==> src/rtl/decode_stage.sv <==
// RV32I decode stage with 1-cycle latency, valid/ready on both sides and a 2-entry skid buffer.
// Optional define DECODE_M_EXT_EN makes funct7=0000001 R-type (M extension) legal and drives muldiv.
module decode_stage #(
    parameter int          XLEN       = 32,
    parameter int          ALU_CTRL_W = 4,
    parameter logic [6:0]  CUSTOM_OP  = 7'b0001011
) (
    input  logic                  clk,
    input  logic                  rst,
    input  logic                  flush,
    input  logic                  in_valid,
    output logic                  in_ready,
    input  logic [31:0]           in_inst,
    input  logic [XLEN-1:0]       in_pc,
    output logic                  out_valid,
    input  logic                  out_ready,
    output logic [XLEN-1:0]       out_pc,
    output logic [4:0]            rs1,
    output logic [4:0]            rs2,
    output logic [4:0]            rd,
    output logic [XLEN-1:0]       imm,
    output logic [ALU_CTRL_W-1:0] alu_ctrl,
    output logic                  w_en,
    output logic                  op1_sel,
    output logic                  op2_sel,
    output logic                  mem_rd,
    output logic                  mem_wr,
    output logic                  branch,
    output logic                  jump,
    output logic                  muldiv,
    output logic                  illegal
);

    // state   | meaning
    // S_EMPTY | nothing buffered, out_valid low
    // S_ONE   | output register holds a bundle
    // S_TWO   | output and skid registers both hold bundles, input stalled
    typedef enum logic [1:0] {S_EMPTY, S_ONE, S_TWO} state_t;

    typedef struct packed {
        logic [XLEN-1:0]       pc;
        logic [4:0]            rs1;
        logic [4:0]            rs2;
        logic [4:0]            rd;
        logic [XLEN-1:0]       imm;
        logic [ALU_CTRL_W-1:0] alu_ctrl;
        logic                  w_en;
        logic                  op1_sel;
        logic                  op2_sel;
        logic                  mem_rd;
        logic                  mem_wr;
        logic                  branch;
        logic                  jump;
        logic                  muldiv;
        logic                  illegal;
    } bundle_t;

    localparam logic [6:0] OP_R      = 7'b0110011;
    localparam logic [6:0] OP_IMM    = 7'b0010011;
    localparam logic [6:0] OP_LOAD   = 7'b0000011;
    localparam logic [6:0] OP_STORE  = 7'b0100011;
    localparam logic [6:0] OP_BRANCH = 7'b1100011;
    localparam logic [6:0] OP_LUI    = 7'b0110111;
    localparam logic [6:0] OP_AUIPC  = 7'b0010111;
    localparam logic [6:0] OP_JAL    = 7'b1101111;
    localparam logic [6:0] OP_JALR   = 7'b1100111;

    state_t  state;
    bundle_t dec;
    bundle_t out_q;
    bundle_t skid_q;
    logic    out_valid_q;
    logic    accept;
    logic    handshake;

    logic [6:0]      opcode;
    logic [2:0]      funct3;
    logic [6:0]      funct7;
    logic [3:0]      alu4;
    logic            wr;
    logic [XLEN-1:0] imm_i;
    logic [XLEN-1:0] imm_s;
    logic [XLEN-1:0] imm_b;
    logic [XLEN-1:0] imm_u;
    logic [XLEN-1:0] imm_j;

    assign opcode = in_inst[6:0];
    assign funct3 = in_inst[14:12];
    assign funct7 = in_inst[31:25];

    assign imm_i = XLEN'($signed(in_inst[31:20]));
    assign imm_s = XLEN'($signed({in_inst[31:25], in_inst[11:7]}));
    assign imm_b = XLEN'($signed({in_inst[31], in_inst[7], in_inst[30:25], in_inst[11:8], 1'b0}));
    assign imm_u = XLEN'($signed({in_inst[31:12], 12'b0}));
    assign imm_j = XLEN'($signed({in_inst[31], in_inst[19:12], in_inst[20], in_inst[30:21], 1'b0}));

    assign in_ready  = (state != S_TWO) && !flush && !rst;
    assign accept    = in_valid && in_ready;
    assign handshake = out_valid_q && out_ready;

    always_comb begin
        dec    = '0;
        alu4   = 4'b0000;
        wr     = 1'b0;
        dec.pc = in_pc;
        case (opcode)
            OP_R: begin
                dec.rs1 = in_inst[19:15];
                dec.rs2 = in_inst[24:20];
                dec.rd  = in_inst[11:7];
                wr      = 1'b1;
                if (funct7 == 7'b0000000 || funct7 == 7'b0100000) begin
                    alu4 = {in_inst[30], funct3};
                end
`ifdef DECODE_M_EXT_EN
                else if (funct7 == 7'b0000001) begin
                    dec.muldiv = 1'b1;
                    alu4       = {1'b0, funct3};
                end
`endif
                else begin
                    dec.illegal = 1'b1;
                end
            end
            OP_IMM: begin
                dec.rs1     = in_inst[19:15];
                dec.rd      = in_inst[11:7];
                dec.imm     = imm_i;
                dec.op2_sel = 1'b1;
                wr          = 1'b1;
                alu4        = {(funct3 == 3'b101) ? in_inst[30] : 1'b0, funct3};
                // shift-immediate encodings reuse funct7 as an opcode extension
                if (funct3 == 3'b001 && funct7 != 7'b0000000)
                    dec.illegal = 1'b1;
                if (funct3 == 3'b101 && funct7 != 7'b0000000 && funct7 != 7'b0100000)
                    dec.illegal = 1'b1;
            end
            OP_LOAD: begin
                dec.rs1     = in_inst[19:15];
                dec.rd      = in_inst[11:7];
                dec.imm     = imm_i;
                dec.op2_sel = 1'b1;
                dec.mem_rd  = 1'b1;
                wr          = 1'b1;
            end
            OP_STORE: begin
                dec.rs1     = in_inst[19:15];
                dec.rs2     = in_inst[24:20];
                dec.imm     = imm_s;
                dec.op2_sel = 1'b1;
                dec.mem_wr  = 1'b1;
            end
            OP_BRANCH: begin
                dec.rs1    = in_inst[19:15];
                dec.rs2    = in_inst[24:20];
                dec.imm    = imm_b;
                dec.branch = 1'b1;
                alu4       = {1'b1, funct3};
            end
            OP_LUI: begin
                dec.rd      = in_inst[11:7];
                dec.imm     = imm_u;
                dec.op2_sel = 1'b1;
                wr          = 1'b1;
            end
            OP_AUIPC: begin
                dec.rd      = in_inst[11:7];
                dec.imm     = imm_u;
                dec.op1_sel = 1'b1;
                dec.op2_sel = 1'b1;
                wr          = 1'b1;
            end
            OP_JAL: begin
                dec.rd      = in_inst[11:7];
                dec.imm     = imm_j;
                dec.op1_sel = 1'b1;
                dec.op2_sel = 1'b1;
                dec.jump    = 1'b1;
                wr          = 1'b1;
            end
            OP_JALR: begin
                dec.rs1     = in_inst[19:15];
                dec.rd      = in_inst[11:7];
                dec.imm     = imm_i;
                dec.op1_sel = 1'b1;
                dec.op2_sel = 1'b1;
                dec.jump    = 1'b1;
                wr          = 1'b1;
            end
            CUSTOM_OP: begin
                dec.rs1 = in_inst[19:15];
            end
            default: dec.illegal = 1'b1;
        endcase
        if (in_inst[1:0] != 2'b11)
            dec.illegal = 1'b1;
        // an illegal bundle still flows downstream, but carries only its pc and the flag
        if (dec.illegal) begin
            dec         = '0;
            dec.pc      = in_pc;
            dec.illegal = 1'b1;
        end else begin
            dec.alu_ctrl = ALU_CTRL_W'(alu4);
            dec.w_en     = wr && (dec.rd != 5'd0);
        end
    end

    always_ff @(posedge clk) begin
        if (rst || flush) begin
            state       <= S_EMPTY;
            out_valid_q <= 1'b0;
            out_q       <= '0;
            skid_q      <= '0;
        end else begin
            case (state)
                S_EMPTY: begin
                    if (accept) begin
                        out_q       <= dec;
                        out_valid_q <= 1'b1;
                        state       <= S_ONE;
                    end
                end
                S_ONE: begin
                    if (accept && handshake) begin
                        out_q <= dec;
                    end else if (accept) begin
                        skid_q <= dec;
                        state  <= S_TWO;
                    end else if (handshake) begin
                        out_valid_q <= 1'b0;
                        state       <= S_EMPTY;
                    end
                end
                S_TWO: begin
                    if (handshake) begin
                        out_q <= skid_q;
                        state <= S_ONE;
                    end
                end
                default: begin
                    state       <= S_EMPTY;
                    out_valid_q <= 1'b0;
                end
            endcase
        end
    end

    assign out_valid = out_valid_q;
    assign out_pc    = out_q.pc;
    assign rs1       = out_q.rs1;
    assign rs2       = out_q.rs2;
    assign rd        = out_q.rd;
    assign imm       = out_q.imm;
    assign alu_ctrl  = out_q.alu_ctrl;
    assign w_en      = out_q.w_en;
    assign op1_sel   = out_q.op1_sel;
    assign op2_sel   = out_q.op2_sel;
    assign mem_rd    = out_q.mem_rd;
    assign mem_wr    = out_q.mem_wr;
    assign branch    = out_q.branch;
    assign jump      = out_q.jump;
    assign muldiv    = out_q.muldiv;
    assign illegal   = out_q.illegal;

endmodule

==> config.mk <==
export PLATFORM = sky130hd
export DESIGN_NAME = decode_stage
export DESIGN_NICKNAME = d
export VERILOG_FILES = /design/src/rtl/decode_stage.sv
export SDC_FILE = /design/constraint.sdc
export NUM_CORES = 1
export LEC_CHECK = 0
export CORE_ASPECT_RATIO = 0.75
export CORE_MARGIN = 8
export CORE_UTILIZATION = 55
export DETAILED_ROUTE_END_ITERATION = 8
export PLACE_DENSITY = 0.84
export SLEW_MARGIN = 20
export SYNTH_ARGS = -nofsm -noshare
export SYNTH_HDL_FRONTEND = slang
export SYNTH_SLANG_ARGS = --single-unit
==> constraint.sdc <==
create_clock -name clk -period 5.7 [get_ports clk]
set_input_delay 1.425 -clock clk [delete_from_list [all_inputs] [get_ports clk]]
set_output_delay 1.425 -clock clk [all_outputs]
set_load 0.05 [all_outputs]
==> metrics.md <==
| Metric | Value |
|---|---|
| Status | `complete, no violations` |
| Total Nets Final | `1,181` |
| Tot GR Track Use | `25.2%` |
| Setup TNS | `0 ps` |
| FMAX | `214 MHz` |
| Ys flop type | `dfxtp_1` |
| CTS sink cnt | `185` |
| Max Cap Viol | `0` |
| Post-CTS Resized | `0` |
| Required @ worst endpoint | `4280 ps` |
| Max-slew violation count | `0` |
| Post-synthesis area per instance | `8.14 µm²` |
| Worst IR Drop VDD | `229 µV` |
| Total Power | `2.77 mW` |
| RSZ-0062 raised after global routing | `false` |
| Via count | `7,979` |
| Clk root buf | `clkbuf_16` |
| HP Class | `flop to flop` |
| Fraction of layout instances using a drive strength above 1 | `8.09%` |
| Initial core utilization | `56.5%` |
| Worst-Skew Late Latency | `420 ps` |
| Syn nets | `1,079` |
| Vias in the first global route | `7,370` |
| Number of synthesized flops with an enable pin | `0` |
| Clock skew | `11.0 ps` |
| Rel. slew slack | `32.1%` |
| Core area | `14,500 µm²` |
| R2r setup slk | `2480 ps` |
| DR iter-0 viols | `806` |
| Detailed Place HPWL | `15,800 µm` |
| Slowest cell on crit path | `clkdlybuf4s50_1` |
| Drt via density | `6.02` |
| Max clock buf depth | `2` |
| Static Leak | `3.45 nW` |
| Cell area after synthesis | `8230 µm²` |
| Setup WS pre-CTS | `1030 ps` |
| Critical Path Source | `flush` |
| WHS Path Cells | `2` |
| Antenna cell count | `0` |
| Slew @ Worst Pin | `1020 ps` |
| CP Launch Type | `input port` |
| Min Tclk post-route | `4670 ps` |
| Clock slew at reported path FFs | `70 ps` |
| Critical Path Stages | `4` |
| Crit path kind | `input port to output port` |
| Mean routed wirelength per cell | `18.4 µm` |
| Placer congestion estimate | `0.934` |
| Crit end category | `output port` |
| FF-to-FF Start | `state[0]$_SDFFE_PP0P_` |
| Syn Inst Count | `1,010` |
| Bufs and invs on worst path | `2` |
| R2R depth | `6` |
| Global-route wire length before repair | `39,200 µm` |
| P per Cell Area | `268 nW/µm²` |
| Worst-path maximum fanout | `4` |
| Die H | `122 µm` |
| Post-DRT Antenna Nets | `0` |
| IO Count | `163` |
| Filler Cell Count | `1,182` |
| Synth warn | `0` |
| Chip width | `157 µm` |
| Highest cell delay on the worst timing path | `880 ps` |
| Number of port buffers | `161` |
| #FFs+latches synth | `185` |
| Final setup violation count | `0` |
| Inserted Clock Buffers | `17` |
| Initial antenna violation count | `0` |
| Most frequent cell on the critical path | `clkdlybuf4s50_1` |
| Final Hold Fails | `0` |
| Asr flop ratio synth | `0%` |
| H-tree depth | `4` |
| Row count | `38` |
| Largest net degree at the start of global routing | `88` |
| Area Growth Syn to Fin | `25.8%` |
| Tcrit/Tclk final | `82.0%` |
| Start point of the worst hold path | `skid_q[42]$_SDFFE_PP0P_` |
| CP delay by family, top | `buffers and inverters` |
| Netlist cell types | `73` |
| WP data arrival | `3250 ps` |
| CTS tree | `yes` |
| Sequential fraction of the synthesis area | `45.0%` |
| Final Routed Wirelength | `24,400 µm` |
| Overflow after GRT | `0` |
| Final setup margin | `1030 ps` |
| Die footprint | `19,200 µm²` |
| DR DRC count | `0` |
| CP cell instances | `clkdlybuf4s50_1 > or2_4 > nor2_1 > clkdlybuf4s50_1` |
| Initial DRT Pass Iterations | `5` |
| Post-CTS Setup Bufs | `0` |
| Hold_buf cts | `0` |
per-layer routing:
metal / wire length [µm] / GRT usage [%] / vias up
met5: 0 / 0 / -
met4: 158 / 5.04 / 0
met3: 2390 / 7.47 / 14
met2: 10700 / 38.2 / 368
met1: 11100 / 35.1 / 3775
li1: - / - / 3822
cells in the final DEF, fill, tap and decap left out, types with 8 or more instances in the layout:
cell type / count
nand2_1: 185
dfxtp_1: 185
clkdlybuf4s50_1: 161
a21oi_1: 152
o21ai_0: 63
nor2_1: 61
nand3_1: 61
a311oi_1: 32
clkbuf_16: 17
buf_4: 16
a22o_1: 15
o21ai_1: 10
a22oi_1: 10
o21ai_2: 10
o211ai_1: 8
logic make-up after synthesis:
kind of cell | Yosys count | share of synthesized area, %
and+or+nand+nor | 369 | 20.9
buffers and inverters | 97 | 5.77
other | 1 | 0.0456
AOI/OAI and AO/OA | 355 | 27.8
muxes | 3 | 0.441
DFF | 185 | 45.0
cell usage after synthesis, drive strengths merged (2+ instances only):
master | instances | area, µm²
a211oi | 7 | 62.6
a21oi | 153 | 769
a221oi | 6 | 52.6
a22o | 15 | 131
a22oi | 10 | 75.1
a311oi | 33 | 295
a32o | 5 | 50.1
and2 | 3 | 18.8
and3 | 3 | 18.8
buf | 34 | 238
clkbuf | 60 | 225
dfxtp | 185 | 3700
inv | 3 | 11.3
mux2 | 2 | 26.3
nand2 | 185 | 694
nand2b | 4 | 25.0
nand3 | 64 | 345
nand3b | 2 | 15.0
nand4 | 2 | 12.5
nor2 | 65 | 251
nor2b | 5 | 31.3
nor3 | 7 | 35.0
nor3b | 2 | 15.0
nor4 | 6 | 65.1
nor4b | 2 | 23.8
o211a | 2 | 20.0
o211ai | 8 | 60.1
o21ai | 83 | 453
o21bai | 7 | 52.6
o22ai | 8 | 62.6
o311ai | 2 | 32.5
o31ai | 5 | 37.5
o32ai | 2 | 25.0
or2 | 2 | 12.5
or3 | 6 | 37.5
or4 | 2 | 15.0
sequential cells by signal (all words and copies together) (netlist names):
register	cells
mem_rd	1
illegal	1
jump	1
out_pc	32
branch	1
alu_ctrl	4
w_en	1
out_valid	1
op1_sel	1
skid_q	91
rd	5
rs2	5
imm	32
state	2
rs1	5
op2_sel	1
mem_wr	1
power breakdown:
group	switching, mW	internal, mW
combinational	0.205	0.112
sequential	0.0111	1.31
clock	0.515	0.620
total	0.731	2.04
final cells by class:
class	count	area, µm²	share of cell area, %
clock inverter	12	116	1.12
timing repair buffer	177	1730	16.7
multi-input combinational	728	4090	39.5
tap	200	250	2.42
sequential	185	3700	35.8
inverter	3	11.3	0.109
clock buffer	20	447	4.32
per-stage QoR:
| step | instances | instance area, µm² | hold slack (ps) | util (%) |
|---|---|---|---|---|
| floorplan | 1010 | 8230 | 425 | - |
| global placement | 1293 | 9780 | 437 | 67.2 |
| global route | 1325 | 10300 | 472 | 71.1 |
| detailed placement | 1293 | 9780 | 443 | 67.2 |
| CTS | 1325 | 10300 | 453 | 71.1 |
| finish | 1325 | 10300 | 453 | 71.1 |
path summary, 6_finish.rpt:
kind | to
setup / recovery | in_ready
hold / removal | skid_q[42]$_SDFFE_PP0P_
setup reg to reg | imm[5]$_SDFFE_PP0P_
hold reg to reg | skid_q[42]$_SDFFE_PP0P_
worst reg2reg max path: stages, from the launching register on:
cell and delay, ps:
dfxtp_1 530, nand2b_2 850, o41ai_2 350, a211oi_2 820
buf_4 310, nand3_1 100, a21oi_1 180
No activity file was read; power rests on OpenSTA's default activity.
